==> src/rtl/onehot_decode_sequencer_pkg.sv <==
// Shared types and widths for the one-hot decode sequencer.
// An entry is {active, code}; inactive entries decode to an all-zero word.
package onehot_decode_sequencer_pkg;

  localparam int unsigned CODE_W   = 4;
  localparam int unsigned ONEHOT_W = 16;
  localparam int unsigned ENTRY_W  = CODE_W + 1;

  typedef enum logic [1:0] {
    S_IDLE = 2'd0,
    S_HOLD = 2'd1,
    S_GAP  = 2'd2
  } state_e;

  typedef struct packed {
    logic              active;
    logic [CODE_W-1:0] code;
  } entry_t;

  function automatic logic [ONEHOT_W-1:0] decode_entry(input entry_t e);
    logic [ONEHOT_W-1:0] r;
    r = '0;
    if (e.active) r[e.code] = 1'b1;
    return r;
  endfunction

endpackage

==> src/rtl/onehot_decode_sequencer_fifo.sv <==
// Show-ahead synchronous FIFO buffering decoder entries; full/empty come from count.
// Push while full and pop while empty are ignored.
module decoder_fifo #(
  parameter int unsigned WIDTH = 5,
  parameter int unsigned DEPTH = 4
) (
  input  logic                     clk,
  input  logic                     reset_n,
  input  logic                     push,
  input  logic                     pop,
  input  logic [WIDTH-1:0]         wdata,
  output logic [WIDTH-1:0]         rdata,
  output logic                     full,
  output logic                     empty,
  output logic [$clog2(DEPTH):0]   count
);

  localparam int unsigned AW = $clog2(DEPTH);
  localparam logic [AW:0] FULL_CNT = (AW+1)'(DEPTH);

  logic [WIDTH-1:0] mem_q [DEPTH];
  logic [AW-1:0]    wptr_q, rptr_q;
  logic [AW:0]      count_q;
  logic             do_push, do_pop;

  assign full    = (count_q == FULL_CNT);
  assign empty   = (count_q == '0);
  assign count   = count_q;
  assign rdata   = mem_q[rptr_q];
  assign do_push = push && !full;
  assign do_pop  = pop && !empty;

  always_ff @(posedge clk) begin
    if (do_push) mem_q[wptr_q] <= wdata;
  end

  always_ff @(posedge clk or negedge reset_n) begin
    if (!reset_n) begin
      wptr_q  <= '0;
      rptr_q  <= '0;
      count_q <= '0;
    end else begin
      if (do_push) wptr_q <= wptr_q + AW'(1);
      if (do_pop)  rptr_q <= rptr_q + AW'(1);
      unique case ({do_push, do_pop})
        2'b10:   count_q <= count_q + 1'b1;
        2'b01:   count_q <= count_q - 1'b1;
        default: count_q <= count_q;
      endcase
    end
  end

endmodule

==> src/rtl/onehot_decode_sequencer.sv <==
// Replays buffered {active, code} words as registered one-hot strobes,
// each held HOLD_CYCLES and followed by GAP_CYCLES of idle output.
module onehot_decode_sequencer
  import onehot_decode_sequencer_pkg::*;
#(
  parameter int unsigned HOLD_CYCLES = 4,
  parameter int unsigned GAP_CYCLES  = 1,
  parameter int unsigned FIFO_DEPTH  = 4
) (
  input  logic                          clk,
  input  logic                          reset_n,
  input  logic                          in_valid,
  output logic                          in_ready,
  input  logic [CODE_W-1:0]             in_code,
  input  logic                          in_active,
  output logic [ONEHOT_W-1:0]           y,
  output logic                          y_valid,
  output logic                          busy,
  output logic [$clog2(FIFO_DEPTH):0]   fifo_count
);

  localparam int unsigned MAX_HG  = (HOLD_CYCLES > GAP_CYCLES) ? HOLD_CYCLES : GAP_CYCLES;
  localparam int unsigned CNT_MAX = (MAX_HG > 2) ? MAX_HG : 2;
  localparam int unsigned CNT_W   = $clog2(CNT_MAX);
  localparam logic [CNT_W-1:0] HOLD_LOAD = CNT_W'(HOLD_CYCLES - 1);
  localparam logic [CNT_W-1:0] GAP_LOAD  = (GAP_CYCLES == 0) ? '0 : CNT_W'(GAP_CYCLES - 1);

  state_e               state_q, state_d;
  logic [ONEHOT_W-1:0]  y_q, y_d;
  logic                 yv_q, yv_d;
  logic [CNT_W-1:0]     hold_q, hold_d;
  logic [CNT_W-1:0]     gap_q, gap_d;
  logic                 pop, load;
  logic                 fifo_full, fifo_empty;
  entry_t               wr_entry, head;

  assign wr_entry = '{active: in_active, code: in_code};

  decoder_fifo #(
    .WIDTH (ENTRY_W),
    .DEPTH (FIFO_DEPTH)
  ) u_fifo (
    .clk     (clk),
    .reset_n (reset_n),
    .push    (in_valid),
    .pop     (pop),
    .wdata   (wr_entry),
    .rdata   (head),
    .full    (fifo_full),
    .empty   (fifo_empty),
    .count   (fifo_count)
  );

  assign in_ready = !fifo_full;
  assign y        = y_q;
  assign y_valid  = yv_q;
  assign busy     = (state_q != S_IDLE) || !fifo_empty;

  always_comb begin
    state_d = state_q;
    y_d     = y_q;
    yv_d    = yv_q;
    hold_d  = hold_q;
    gap_d   = gap_q;
    pop     = 1'b0;
    load    = 1'b0;
    unique case (state_q)
      S_IDLE: load = !fifo_empty;
      S_HOLD: begin
        if (hold_q != '0) begin
          hold_d = hold_q - 1'b1;
        end else if (GAP_CYCLES != 0) begin
          state_d = S_GAP;
          y_d     = '0;
          yv_d    = 1'b0;
          gap_d   = GAP_LOAD;
        end else if (!fifo_empty) begin
          load = 1'b1;
        end else begin
          state_d = S_IDLE;
          y_d     = '0;
          yv_d    = 1'b0;
        end
      end
      S_GAP: begin
        if (gap_q != '0)      gap_d   = gap_q - 1'b1;
        else if (!fifo_empty) load    = 1'b1;
        else                  state_d = S_IDLE;
      end
      default: state_d = S_IDLE;
    endcase
    // Every path that starts a new entry funnels through here.
    if (load) begin
      pop     = 1'b1;
      state_d = S_HOLD;
      y_d     = decode_entry(head);
      yv_d    = 1'b1;
      hold_d  = HOLD_LOAD;
    end
  end

  always_ff @(posedge clk or negedge reset_n) begin
    if (!reset_n) begin
      state_q <= S_IDLE;
      y_q     <= '0;
      yv_q    <= 1'b0;
      hold_q  <= '0;
      gap_q   <= '0;
    end else begin
      state_q <= state_d;
      y_q     <= y_d;
      yv_q    <= yv_d;
      hold_q  <= hold_d;
      gap_q   <= gap_d;
    end
  end

endmodule

==> config.mk <==
export PLATFORM = sky130hd
export DESIGN_NAME = onehot_decode_sequencer
export DESIGN_NICKNAME = d
export VERILOG_FILES = /design/src/rtl/onehot_decode_sequencer_pkg.sv /design/src/rtl/onehot_decode_sequencer_fifo.sv /design/src/rtl/onehot_decode_sequencer.sv
export SDC_FILE = /design/constraint.sdc
export NUM_CORES = 1
export LEC_CHECK = 0
export CORE_ASPECT_RATIO = 0.6
export CORE_MARGIN = 1
export CORE_UTILIZATION = 40
export DETAILED_ROUTE_END_ITERATION = 7
export GPL_ROUTABILITY_DRIVEN = 0
export SETUP_SLACK_MARGIN = 0.02
export SKIP_CTS_REPAIR_TIMING = 1
export SLEW_MARGIN = 20
export SYNTH_ARGS = -nofsm -noshare
export SYNTH_HDL_FRONTEND = slang
export SYNTH_SLANG_ARGS = --single-unit
==> constraint.sdc <==
create_clock -name clk -period 4.1 [get_ports clk]
set_input_delay 0.41 -clock clk [delete_from_list [all_inputs] [get_ports clk]]
set_output_delay 0.41 -clock clk [all_outputs]
set_load 0.01 [all_outputs]
==> metrics.cfg <==
[yosys]
syn_nets=176
synthFlopType=dfrtp_1
synth_xor_area_frac=0.0232
synth_top_family_by_area=compound AO/OA/AOI/OAI gates
synth-edff-count=20
yosys.area_share.simple=0.0973
synth.distinct_cells=39
synth.area.top_cells=dfrtp_1 (33%), edfxtp_1 (27%), o32ai_2 (5.0%)
synthCells=160
synth_area_leader_cell=dfrtp_1
synthArstFlopShare=0.600
synth_seq_cells=50
synthAdderAreaFrac=0.0475
syn-cell-area_mm2=0.00226
syn_avg_cell_area_um2=14.1
synth_top_cell_area_share=0.332
synth_compound_area_frac=0.114
ys_warn_count=0
synthMuxAreaShare=0.0591
yosysSeqAreaShare=0.597

[timing]
finClkSkew_ns=0.00694
final.min_clock_period_ns=2.49
finalMaxSlewViolations=0
grt_setup_unrepaired=false
fin_tns_setup_ns=0
layout_setup_ws_ns=1.61
clock.fmax_mhz=401
setup_viol_count_final=0
whs_ns=0.487
relSlewSlack=0.568
post-route-period-util=0.608
hold_viol_final=0
tightest_slew_ns=0.643

[clocking]
cts_root_buf=clkbuf_8
cts_buffers=5
path_clk_slew_ns=0.09
cts_sinks=50
clockBufferDepth=2
cts_htree_levels=2
cts_tree=yes
insertion_delay_ns=0.30

[setup_path]
path_class=reg -> reg
crit_path_end_kind=flip-flop
r2r-end=u_fifo.count[2]
cp_max_fo=4
r2r_cells=10
reg2reg_setup_slack_ns=1.61
worstPathArrival_ns=2.72
worstSetupStartpointType=flip-flop
cp.required_ns=4.33
r2r-start=gap_q[0]

[final_layout]
fin_area_mm2=0.00273
final_common_cell=dfrtp_1
instances_no_fill=260
syn2layout_area_growth_pct=20.6
post-route-util=0.520
finalNetCount=209
n_fill_cell=439
drive_gt1_frac=0.165
diodes=0
layout_common_cells=dfrtp_1 (30), clkdlybuf4s50_1 (29), inv_1 (28), edfxtp_1 (20), o32ai_1 (9)

[placed_design]
io_buffer_count=29
dp_hpwl_um=2990
pre_cts_ws_ns=1.63
placed_cell_area_mm2=0.00262
dp_cells=252

[detailed_routing]
routed_wl_um=4070
vias_per_cell=5.20
post-route-drc-count=0
drt_iter0_markers=32
ant_nets=0
num_vias=1352
wl_per_cell_um=15.7
drtPass1Iterations=4

[die]
num_rows=20
die_h_um=60.3
initial_core_util=0.431
design.core.area_mm2=0.00526
die_area_mm2=0.00597
ios=30
fp.dieW_um=99.1

[worst_hold_path]
hp-class=in -> async

[pwr]
ir_worst_vdd_uv=260
power.density_mw_per_mm2=725
power_mw=1.98
leakage_nw=1.05

[global_routing]
grt_max_degree=31
grt_pass1_vias=1316
grt_util_all_layers=0.155
antenna_found_initial=0
grt_pass1_wl_um=6760
overflow=0

[run]
drv_cap=0

[status]
status=completed

how the worst max path moves through the flow:
stage	startpoint	slack (ns)	endpoint
6_report	gap_q[0]	1.61	u_fifo.count[2]
3_5_place_dp	gap_q[0]	1.63	u_fifo.count[2]
2_1_floorplan	u_fifo.count[1]	1.88	u_fifo.count[2]
4_1_cts	u_fifo.count[1]	1.63	busy
3_3_place_gp	gap_q[0]	1.80	u_fifo.count[2]
5_1_grt	gap_q[0]	1.41	u_fifo.count[2]
flip-flops by register name (all words and copies together) (netlist names):
register,flops
gap_q,2
u_fifo.mem_q,20
u_fifo.wptr_q,2
hold_q,2
y,16
state_q,2
y_valid,1
u_fifo.count,3
u_fifo.rptr_q,2
cells by family after synthesis:
logic type | count (synthesis)
XOR/XNOR | 6
adder cells (fa/ha/maj) | 8
buffers and inverters | 33
multiplexers | 7
AND/OR/NAND/NOR | 31
AO/OA/AOI/OAI | 25
flip-flops | 50
worst max-delay path, cell delays in order (launching register included):
cell     delay [ns]
dfrtp_1        0.41
inv_1          0.07
ha_1           0.20
nor2b_1        0.09
nor3_1         0.51
ha_1           0.29
inv_1          0.06
fa_1           0.37
xor2_1         0.15
nor2_1         0.11
xor2_1         0.16
power breakdown:
group	internal [mW]	switching [mW]
logic	0.401	0.448
registers	0.664	0.116
clock network	0.182	0.168
routing by layer:
layer | GRT usage | up-vias | part of all wire
met2 | 0.234 | 25 | 0.42
met3 | 0.0421 | 5 | 0.040
met4 | 0.0378 | 0 | 0.0079
li1 | - | 640 | -
met1 | 0.223 | 682 | 0.53
met5 | 0 | - | 0
final cells by class:
type | count | area [um^2] | area share
flip-flops and latches | 50 | 1350 | 0.495
multi-input cells | 77 | 772 | 0.283
repair buffers | 31 | 305 | 0.112
inverters | 28 | 105 | 0.0385
well taps | 66 | 82.6 | 0.0302
clock buffers | 5 | 68.8 | 0.0252
clock inverters | 3 | 45.0 | 0.0165
cells in the mapped netlist (2+ instances only):
| master | instances |
|---|---|
| ha_1 | 7 |
| or3_1 | 2 |
| edfxtp_1 | 20 |
| o32ai_1 | 9 |
| dfrtp_1 | 30 |
| mux4_2 | 5 |
| o32ai_2 | 7 |
| buf_6 | 2 |
| xnor2_1 | 3 |
| nand2b_4 | 2 |
| xor2_1 | 3 |
| o21ai_0 | 3 |
| inv_1 | 28 |
| nor3_1 | 2 |
| or2_4 | 2 |
| clkbuf_1 | 2 |
| and3_1 | 4 |
| nand2b_1 | 3 |
| nand2_1 | 6 |
No activity file was read; power rests on OpenSTA's default activity.
